<file path="src/rtl/vc_pipe_pkg.sv">
`default_nettype none
// ============================================================================
// Module      : vc_pipe_pkg
// Description : Shared constants and helpers for the elastic pipeline register.
// Revision    : 1.0 - initial release
// ============================================================================
package vc_pipe_pkg;

    localparam int c_DEF_NBITS = 32;
    localparam int c_DEF_DEPTH = 2;

    // Occupancy runs 0..depth inclusive, so it needs depth+1 codes.
    function automatic int cnt_width(input int depth);
        return (depth < 1) ? 1 : $clog2(depth + 1);
    endfunction

endpackage
`default_nettype wire

</file>
<file path="src/rtl/vc_elastic_pipe_reg_if.sv">
`default_nettype none
// ============================================================================
// Module      : vc_elastic_pipe_reg_if
// Description : val/rdy producer and consumer bundle plus flush and occupancy.
// Revision    : 1.0 - initial release
// ============================================================================
interface vc_elastic_pipe_reg_if
    import vc_pipe_pkg::*;
#(
    parameter int P_NBITS = c_DEF_NBITS,
    parameter int P_DEPTH = c_DEF_DEPTH
);

    localparam int c_CNT_W = cnt_width(P_DEPTH);

    logic               in_val;
    logic               in_rdy;
    logic [P_NBITS-1:0] in_msg;
    logic               out_val;
    logic               out_rdy;
    logic [P_NBITS-1:0] out_msg;
    logic               flush;
    logic [c_CNT_W-1:0] count;

    modport master (
        output in_val,
        output in_msg,
        output out_rdy,
        output flush,
        input  in_rdy,
        input  out_val,
        input  out_msg,
        input  count
    );

    modport slave (
        input  in_val,
        input  in_msg,
        input  out_rdy,
        input  flush,
        output in_rdy,
        output out_val,
        output out_msg,
        output count
    );

endinterface
`default_nettype wire

</file>
<file path="src/rtl/vc_pipe_stage.sv">
`default_nettype none
// ============================================================================
// Module      : vc_pipe_stage
// Description : One valid+data register pair of the elastic pipeline.
// Revision    : 1.0 - initial release
// ============================================================================
module vc_pipe_stage
    import vc_pipe_pkg::*;
#(
    parameter int                 P_NBITS       = c_DEF_NBITS,
    parameter logic [P_NBITS-1:0] P_RESET_VALUE = '0
) (
    input  wire logic               clk,
    input  wire logic               reset,
    input  wire logic               i_go,
    input  wire logic               i_flush,
    input  wire logic               i_src_val,
    input  wire logic [P_NBITS-1:0] i_src_data,
    output logic                    o_val,
    output logic [P_NBITS-1:0]      o_data
);

    logic               r_val;
    logic [P_NBITS-1:0] r_data;

    always_ff @(posedge clk or posedge reset) begin
        if (reset) begin
            r_val  <= 1'b0;
            r_data <= P_RESET_VALUE;
        end else if (i_flush) begin
            // Flush drops validity only; the stale data is harmless once invalid.
            r_val  <= 1'b0;
        end else if (i_go) begin
            r_val <= i_src_val;
            if (i_src_val) begin
                r_data <= i_src_data;
            end
        end
    end

    assign o_val  = r_val;
    assign o_data = r_data;

endmodule
`default_nettype wire

</file>
<file path="src/rtl/vc_elastic_pipe_reg.sv">
`default_nettype none
// ============================================================================
// Module      : vc_elastic_pipe_reg
// Description : P_DEPTH-stage val/rdy pipeline register with bubble collapsing,
//               backpressure, synchronous flush and occupancy count.
// Revision    : 1.0 - initial release
// ============================================================================
module vc_elastic_pipe_reg
    import vc_pipe_pkg::*;
#(
    parameter int                 P_NBITS       = c_DEF_NBITS,
    parameter int                 P_DEPTH       = c_DEF_DEPTH,
    parameter logic [P_NBITS-1:0] P_RESET_VALUE = '0
) (
    input  wire logic              clk,
    input  wire logic              reset,
    vc_elastic_pipe_reg_if.slave   pif
);

    localparam int c_CNT_W = cnt_width(P_DEPTH);

    typedef struct packed {
        logic               val;
        logic [P_NBITS-1:0] data;
    } stage_t;

    logic [P_DEPTH-1:0] w_val;
    logic [P_NBITS-1:0] w_data [P_DEPTH];
    logic [P_DEPTH-1:0] w_go;
    stage_t             w_src  [P_DEPTH];
    logic               w_in_rdy;
    logic [c_CNT_W-1:0] w_count;

    // Ready ripples combinationally from the output back to the input stage.
    assign w_go[P_DEPTH-1] = !w_val[P_DEPTH-1] || pif.out_rdy;

    for (genvar gi = 0; gi < P_DEPTH - 1; gi++) begin : g_go
        assign w_go[gi] = !w_val[gi] || w_go[gi+1];
    end

    assign w_in_rdy = w_go[0] && !pif.flush && !reset;

    for (genvar gi = 0; gi < P_DEPTH; gi++) begin : g_stage
        if (gi == 0) begin : g_head
            assign w_src[gi] = '{val: pif.in_val && w_in_rdy, data: pif.in_msg};
        end else begin : g_body
            assign w_src[gi] = '{val: w_val[gi-1], data: w_data[gi-1]};
        end

        vc_pipe_stage #(
            .P_NBITS       (P_NBITS),
            .P_RESET_VALUE (P_RESET_VALUE)
        ) u_stage (
            .clk        (clk),
            .reset      (reset),
            .i_go       (w_go[gi]),
            .i_flush    (pif.flush),
            .i_src_val  (w_src[gi].val),
            .i_src_data (w_src[gi].data),
            .o_val      (w_val[gi]),
            .o_data     (w_data[gi])
        );
    end

    always_comb begin
        w_count = '0;
        for (int i = 0; i < P_DEPTH; i++) begin
            w_count = w_count + c_CNT_W'(w_val[i]);
        end
    end

    assign pif.in_rdy  = w_in_rdy;
    assign pif.out_val = w_val[P_DEPTH-1];
    assign pif.out_msg = w_data[P_DEPTH-1];
    assign pif.count   = w_count;

endmodule
`default_nettype wire

</file>
<file path="src/flat_wrapper.sv">
// flat-port wrapper written by rule: the top's interface ports become plain ports
module vc_elastic_pipe_reg_flat import vc_pipe_pkg::*;
#(
    parameter int                 P_NBITS       = c_DEF_NBITS,
    parameter int                 P_DEPTH       = c_DEF_DEPTH,
    parameter logic [P_NBITS-1:0] P_RESET_VALUE = '0
)
  (clk, reset, pif_in_val, pif_in_msg, pif_out_rdy, pif_flush, pif_in_rdy, pif_out_val, pif_out_msg, pif_count);
  vc_elastic_pipe_reg_if #(.P_NBITS(P_NBITS), .P_DEPTH(P_DEPTH)) pif_i ();
  input  wire logic clk;
  input  wire logic reset;
  input wire logic [$bits(pif_i.in_val)-1:0] pif_in_val;
  input wire logic [$bits(pif_i.in_msg)-1:0] pif_in_msg;
  input wire logic [$bits(pif_i.out_rdy)-1:0] pif_out_rdy;
  input wire logic [$bits(pif_i.flush)-1:0] pif_flush;
  output wire logic [$bits(pif_i.in_rdy)-1:0] pif_in_rdy;
  output wire logic [$bits(pif_i.out_val)-1:0] pif_out_val;
  output wire logic [$bits(pif_i.out_msg)-1:0] pif_out_msg;
  output wire logic [$bits(pif_i.count)-1:0] pif_count;
  assign pif_i.in_val = pif_in_val;
  assign pif_i.in_msg = pif_in_msg;
  assign pif_i.out_rdy = pif_out_rdy;
  assign pif_i.flush = pif_flush;
  assign pif_in_rdy = pif_i.in_rdy;
  assign pif_out_val = pif_i.out_val;
  assign pif_out_msg = pif_i.out_msg;
  assign pif_count = pif_i.count;
  vc_elastic_pipe_reg #(.P_NBITS(P_NBITS), .P_DEPTH(P_DEPTH), .P_RESET_VALUE(P_RESET_VALUE)) u_core (.clk(clk), .reset(reset), .pif(pif_i));
endmodule
</file>
<file path="config.mk">
export PLATFORM = sky130hd
export DESIGN_NAME = vc_elastic_pipe_reg_flat
export DESIGN_NICKNAME = d
export VERILOG_FILES = /design/src/rtl/vc_pipe_pkg.sv /design/src/rtl/vc_elastic_pipe_reg_if.sv /design/src/rtl/vc_pipe_stage.sv /design/src/rtl/vc_elastic_pipe_reg.sv /design/src/flat_wrapper.sv
export SDC_FILE = /design/constraint.sdc
export NUM_CORES = 1
export LEC_CHECK = 0
export ABC_AREA = 1
export CORE_MARGIN = 2
export CORE_UTILIZATION = 43
export DETAILED_ROUTE_END_ITERATION = 10
export PLACE_DENSITY_LB_ADDON = 0.08
export SYNTH_ARGS = -nofsm -noshare
export SYNTH_HDL_FRONTEND = slang
export SYNTH_SLANG_ARGS = --single-unit
</file>
<file path="constraint.sdc">
create_clock -name clk -period 2.4 [get_ports clk]
set_clock_uncertainty 0.2 [all_clocks]
set_input_delay 0.48 -clock clk [delete_from_list [all_inputs] [get_ports clk]]
set_output_delay 0.48 -clock clk [all_outputs]
set_load 0.01 [all_outputs]
</file>
Word level (Yosys, flattened, before mapping)
Cells that the tools add are included. W data, S select, Z words.

$add $sub $neg: 1. Multiplexer cells: 4. Bitwise logic cells: 1. Reduce and logical (&&, ||, !) cells: 13.

Operators by type and width (count): $reduce_and A3 Y1 (2); $logic_not A1 Y1 (4); $mux W1 (4); $reduce_bool A2 Y1 (2); $logic_and A1 B1 Y1 (3); $add A1 B1 Y2 (1); $logic_or A1 B1 Y1 (2); $not A1 Y1 (1).

Bits in registers: 66. Logic and storage cells: 23.

Logic depth before layout (Yosys ltp)
Gate-level depths: netlist of the first run.

Depth in word-level cells: 8. Gate-level depth with buffers: 6.

Hierarchy
From an unflattened synthesis of the first run, not the netlist that was laid out.

Cells, all modules: 305. Area total of the unflattened synthesis: 2819.0 um^2.

By module, submodules not included: vc_pipe_stage (times used 2, cells each 148, area an instance 1382.6 um^2); vc_elastic_pipe_reg (times used 1, cells each 9, area an instance 53.8 um^2).

Worst setup path before layout of the first run
OpenSTA, ideal clock, no wires.

Path type: input to output. Start: input pif_out_rdy. End: output pif_in_rdy. Arrival: 0.989 ns. Required time: 1.720 ns. Setup slack: 0.731 ns. Stages on the path: 5. Path buffers: 1. Cells stage by stage: inv_1 nand3_2 buf_2 nand2_1 inv_1.

Word-level cells in the longest chain between the ends: 4.

Ends and longest elaborated chain: start: declaration (line flat_wrapper.sv:14) `input wire logic [$bits(pif_i.out_rdy)-1:0] pif_out_rdy;`; $logic_or A1 B1 Y1 (line vc_elastic_pipe_reg.sv:35) `assign w_go[P_DEPTH-1] = !w_val[P_DEPTH-1] || pif.out_rdy;`; $logic_or A1 B1 Y1 (line vc_elastic_pipe_reg.sv:38) `assign w_go[gi] = !w_val[gi] || w_go[gi+1];`; $logic_and A1 B1 Y1 (2 in a row) (line vc_elastic_pipe_reg.sv:41) `assign w_in_rdy = w_go[0] && !pif.flush && !reset;`; end: declaration (line flat_wrapper.sv:16) `output wire logic [$bits(pif_i.in_rdy)-1:0] pif_in_rdy;`.

No other way between the ends.

Final worst setup path of the first run
Start: register u_core.g_stage[1].u_stage.r_val. End: output pif_count[0].

Word-level cells in the longest chain between the ends: 1.

Ends and longest elaborated chain: start: declaration (line vc_pipe_stage.sv:23) `logic r_val;`; start signal: assignment (line vc_pipe_stage.sv:34) `r_val <= i_src_val;`; $add A1 B1 Y2 (line vc_elastic_pipe_reg.sv:68) `w_count = w_count + c_CNT_W'(w_val[i]);`; end: declaration (line flat_wrapper.sv:19) `output wire logic [$bits(pif_i.count)-1:0] pif_count;`.

No other way between the ends.

==> flow_summary_export.csv, run 1 <==
group,metric,value,unit
synth,yosysWarnings,0,
timing,setup-violations-final,0,
synth,syn-instance-count,294,
place,place_congestion,0.732,
die,rows,29,
cts,clk_pin_slew,0.07,ns
drt,drt_wl_total,6.44,mm
cts,cts_tree,"built",
global_routing,gr-total-overflow,0,
cells_and_area,synthToLayoutAreaGrowth,36.2,%
drt,wire_per_inst,14.3,microns
synth,synth_edf_count,0,
timing,fin_tns_setup,0,ns
synth,syn_area,2740,sq um
timing,slew_violations,0,
critical_path,crit_path_end_kind,"output pin",
die,ioPinCount,73,
timing,fin_crit_sh,93.7,%
critical_path,crit_type,"reg2out",
timing,hold_violations,0,
power,power.density,817,nW/um^2
cells_and_area,final_cells,450,
place,place.port_buffers,72,
drt,first_iter_violations,95,
cts,cts_max_path_buffers,2,
place,dp_cells,434,
min_path,hold_class,"reg2reg",
global_routing,antenna_found_initial,0,
cts,htree_levels,3,
cts,cts_setup_buffers,0,
timing,relSlewSlack,74.3,%
timing,rsz0062_at_grt,"no",
place,placed_cell_area,3520,sq um
critical_path,cp.arrival,1.57,ns
global_routing,grtUsageTotal,19.5,%
cells_and_area,finish.instance_area,3720,sq um
die,start_util,43.8,%
die,die_x,83.8,microns
timing,tightest_slew,0.386,ns
cts,insertion_delay,0.34,ns
global_routing,grt_max_degree,67,
cts,clock_sinks,66,
run,cap_violations,0,
drt,drtAntennaViolNets,0,
run_status,status,"completed",
timing,fmax,445,MHz
die,core_area,6240,sq um
power,ir_drop,409,uV
cells_and_area,diodes,0,
cells_and_area,nets,406,
die,die_area,7010,sq um
drt,viasPerCell,5.05,
synth,synthDistinctLibCells,16,
drt,drtPass1Iterations,4,
cts,cts_root_buf,"clkbuf_8",
power,total_power,0.00304,W
drt,drc,0,
cts,cts_buffers,9,
critical_path,cp-start-kind,"flop",
drt,via_count,2274,
synth,ys_ff_latch,66,
min_path,min_path_cells,2,
synth,syn_avg_cell_area,9.30,sq um
timing,finalCriticalPeriod,2.25,ns
power,p_leak,1.87,nW
critical_path,reg2regPathDepth,6,
global_routing,first_global_vias,2226,
critical_path,critPathMaxFanout,4,
place,hpwl,3.92,mm
synth,async_flop_share,100,%
synth,syn-num-nets,332,
cells_and_area,drive_gt1_share,9.12,%
global_routing,grt_first_pass_wirelength,10.7,mm
critical_path,cp.required,1.72,ns
die,die_h,83.8,microns
synth,synth-main-ff-cell,"dfrtp_1",
synth,ys_seq_area_share,60.4,%
## state kept, by name, summed over array words and instances, names as in the netlist
register / cells
u_core.g_stage.u_stage.o_data: 64
u_core.g_stage.u_stage.o_val: 2
## logic make-up (layout without fill, tap and decap cells)
logic type               after synthesis  in the layout  synth area share, %
AO/OA/AOI/OAI                          2              2                0.366
flip-flops                            66             66                 60.4
AND/OR/NAND/NOR                      199            199                 33.1
adder cells (fa/ha/maj)                1              1                0.457
buffers and inverters                 26            105                 5.72
## Yosys cell counts (2+ instances only)
cell type | instances | area, sq um
nand2_1 | 130 | 488
buf_4 | 6 | 45.0
clkbuf_1 | 2 | 7.51
nand4_1 | 32 | 200
inv_1 | 4 | 15.0
buf_2 | 11 | 55.1
nor2_4 | 2 | 22.5
buf_6 | 3 | 33.8
dfrtp_1 | 66 | 1650
nand3_1 | 32 | 160
## per-layer routing
layer	up-vias	track usage (%)	wire length (microns)
met5	-	0	0
met4	0	7.92	89
met3	9	5.14	303
met2	53	30.2	3040
met1	1092	26.3	3010
li1	1120	-	-
## path summary, 6_finish.rpt
path                                                               endpoint                                              from  slack (ns)
max in group asynchronous  u_core.g_stage[0].u_stage.o_data[19]$_DFFE_PP0P_                                             reset        1.18
hold reg to reg            u_core.g_stage[1].u_stage.o_data[23]$_DFFE_PP0P_  u_core.g_stage[1].u_stage.o_data[23]$_DFFE_PP0P_        0.27
min in group asynchronous  u_core.g_stage[0].u_stage.o_data[10]$_DFFE_PP0P_                                             reset        0.52
hold / removal             u_core.g_stage[1].u_stage.o_data[23]$_DFFE_PP0P_  u_core.g_stage[1].u_stage.o_data[23]$_DFFE_PP0P_        0.27
setup / recovery                                               pif_count[0]       u_core.g_stage[1].u_stage.o_val$_DFFE_PP0P_        0.15
setup reg to reg            u_core.g_stage[0].u_stage.o_data[0]$_DFFE_PP0P_       u_core.g_stage[1].u_stage.o_val$_DFFE_PP0P_        0.74
## placed cells by master (no fill, tap or decap), drive strengths merged
cell type,instances
ha,1
nand4,32
dlymetal6s2s,1
clkinv,1
nand3,34
dfrtp,66
nor2,2
clkbuf,15
buf,13
a21oi,1
nand2,131
inv,4
o21ai,1
clkdlybuf4s50,71
## layout make-up
cell class	instances	area [sq um]
multi-input combinational	202	927
sequential	66	1650
clock inverter	1	5.00
clock buffer	15	196
timing repair buffer	85	833
tap	77	96.3
fill	577	2520
inverter	4	15.0
## critical path: stages (launching register included)
cell and delay (ns):
dfrtp_1 0.42, ha_1 0.29, clkdlybuf4s50_1 0.53
## metrics by stage
stage,setup WS (ns),hold slack [ns],util (%)
finish,0.151,0.268,59.7
floorplan,0.0652,0.243,-
global placement,0.0283,0.253,56.4
detailed placement,0.0336,0.257,56.4
CTS,0.0198,0.274,59.6
global route,0.110,0.285,59.7
## power breakdown
group / switching [W] / total (W) / internal (W)
registers: 0.000119 / 0.00145 / 0.00133
clock network: 0.000404 / 0.000920 / 0.000516
logic: 0.000295 / 0.000672 / 0.000376
## repair_timing
item / 4_1_cts / 5_1_grt
hold buffers: 0 / 0
setup endpoints to repair: 0 / 1
gates resized for setup: 0 / 1
(Power assumes the default switching activity.)
==> inputs of run 2 (changes only) <==
--- a/config.mk
+++ b/config.mk
@@ -9,6 +9,7 @@
 export CORE_MARGIN = 2
 export CORE_UTILIZATION = 43
 export DETAILED_ROUTE_END_ITERATION = 10
+export MAX_ROUTING_LAYER = met4
 export PLACE_DENSITY_LB_ADDON = 0.08
 export SYNTH_ARGS = -nofsm -noshare
 export SYNTH_HDL_FRONTEND = slang
==> flow_summary_export.csv, run 2 (synthesized netlist as in run 1, its figures left out) <==
group,metric,value,unit
power,power.density,814,nW/um^2
critical_path,cp-start-kind,"flop",
die,die_h,83.8,microns
cells_and_area,diodes,0,
drt,drtAntennaViolNets,0,
drt,via_count,2241,
power,p_leak,1.87,nW
place,place_congestion,0.741,
power,sequentialPowerShare,47.9,%
die,core_area,6240,sq um
drt,first_iter_violations,100,
cells_and_area,synthToLayoutAreaGrowth,36.2,%
global_routing,antenna_found_initial,0,
cts,cts_buffers,9,
power,pwr-share-comb,22.1,%
die,die_area,7010,sq um
min_path,hold_class,"reg2reg",
cells_and_area,drive_gt1_share,9.12,%
power,switching_share,26.6,%
min_path,worstHoldStart,"u_core.g_stage[1].u_stage.o_data[27]$_DFFE_PP0P_",
run_status,status,"completed",
critical_path,reg2regPathDepth,6,
place,place.port_buffers,72,
timing,relSlewSlack,74.2,%
critical_path,critPathMaxFanout,4,
cts,insertion_delay,0.33,ns
critical_path,crit_path_start,"u_core.g_stage[1].u_stage.o_val$_DFFE_PP0P_",
global_routing,grt_first_pass_wirelength,10.6,mm
cells_and_area,largest_reg_flops,64,
timing,slew_violations,0,
drt,wire_per_inst,14.1,microns
critical_path,crit_path_end_kind,"output pin",
die,rows,29,
cells_and_area,final_common_cell,"nand2_1",
cells_and_area,final_util,59.7,%
die,start_util,43.8,%
global_routing,first_global_vias,2229,
timing,setup-violations-final,0,
timing,tightest_slew,0.387,ns
critical_path,cp.required,1.72,ns
run,cap_violations,0,
cts,htree_levels,3,
cts,clk_pin_slew,0.07,ns
timing,finalCriticalPeriod,2.24,ns
global_routing,grt_max_degree,67,
min_path,min_path_cells,2,
timing,rsz0062_at_grt,"no",
drt,viasPerCell,4.98,
critical_path,cp.arrival,1.56,ns
place,hpwl,3.92,mm
cts,clock_sinks,66,
cells_and_area,final_cell_mix,"130 x nand2_1, 71 x clkdlybuf4s50_1, 66 x dfrtp_1",
timing,hold_violations,0,
critical_path,crit_type,"reg2out",
cts,cts_max_path_buffers,2,
drt,drtPass1Iterations,4,
timing,fin_crit_sh,93.4,%
drt,drc,0,
power,p_switching,0.000807,W
critical_path,regToRegStartpoint,"u_core.g_stage[1].u_stage.o_val$_DFFE_PP0P_",
power,power_frac_clock,30.0,%
die,die_x,83.8,microns
timing,fmax,446,MHz
global_routing,grtUsageTotal,19.9,%
global_routing,gr-total-overflow,0,
drt,drt_wl_total,6.34,mm
cells_and_area,nets,406,
power,ir_drop,413,uV
cts,cts_tree,"built",
cts,postCtsHoldBufs,0,
cts,cts_root_buf,"clkbuf_8",
timing,fin_tns_setup,0,ns
power,p_int,0.00223,W
die,ioPinCount,73,
==> run 2: cell counts in the layout (fill, tap and decap cells not counted) <==
Identical to the previous run, type by type.
==> run 2: worst paths after layout <==
path / to / slack, ns
max reg2reg: u_core.g_stage[0].u_stage.o_data[0]$_DFFE_PP0P_ / 0.75
min reg2reg: u_core.g_stage[1].u_stage.o_data[27]$_DFFE_PP0P_ / 0.27
max: pif_count[0] / 0.16
min in group asynchronous: u_core.g_stage[0].u_stage.o_data[10]$_DFFE_PP0P_ / 0.52
min: u_core.g_stage[1].u_stage.o_data[27]$_DFFE_PP0P_ / 0.27
max in group asynchronous: u_core.g_stage[1].u_stage.o_data[16]$_DFFE_PP0P_ / 1.18
==> run 2: power groups by stage <==
stage,sequential [W],clock [W],combinational (W)
6_report,0.00145,0.000910,0.000670
3_5_place_dp,0.00147,0,0.000682
4_1_cts,0.00145,0.000934,0.000683
2_1_floorplan,0.00152,0,0.000230
3_3_place_gp,0.00147,0,0.000670
5_1_grt,0.00148,0.000997,0.000743
==> run 2: layer usage <==
| layer | track usage (%) | wire length (microns) |
|---|---|---|
| met1 | 26.1 | 2930 |
| met3 | 4.35 | 330 |
| met2 | 30.3 | 3040 |
| met5 | - | 0 |
| met4 | 7.92 | 50 |
==> run 2: cell type report <==
type | instances | area, sq um
sequential | 66 | 1650
fill | 577 | 2520
clock buffer | 15 | 196
timing repair buffer | 85 | 833
clock inverter | 1 | 5.00
tap | 77 | 96.3
multi-input combinational | 202 | 927
inverter | 4 | 15.0
==> run 2: critical path: stages (launching register included) <==
cell and delay, ns:
dfrtp_1 0.42, ha_1 0.29, clkdlybuf4s50_1 0.53
==> run 2: through the flow <==
stage               hold slack, ns  power, W  setup WS, ns  instance area [sq um]  instances
finish                       0.268   0.00303         0.159                   3720        450
floorplan                    0.243   0.00175        0.0652                   2740        294
global route                 0.285   0.00322         0.116                   3720        450
detailed placement           0.257   0.00215        0.0336                   3520        434
global placement             0.253   0.00214        0.0283                   3520        434
CTS                          0.274   0.00307        0.0198                   3720        450
==> run 2: timing repair <==
item | in CTS | in global routing
setup buffers | 0 | 0
setup endpoints to repair | 0 | 1
resized for setup | 0 | 1
==> inputs of run 3 (changes only) <==
--- a/config.mk
+++ b/config.mk
@@ -6,6 +6,7 @@
 export NUM_CORES = 1
 export LEC_CHECK = 0
 export ABC_AREA = 1
+export CAP_MARGIN = 20
 export CORE_MARGIN = 2
 export CORE_UTILIZATION = 43
 export DETAILED_ROUTE_END_ITERATION = 10
==> results of run 3 <==
Same layout as run 2: the final DEF is identical, and so are final timing and power.
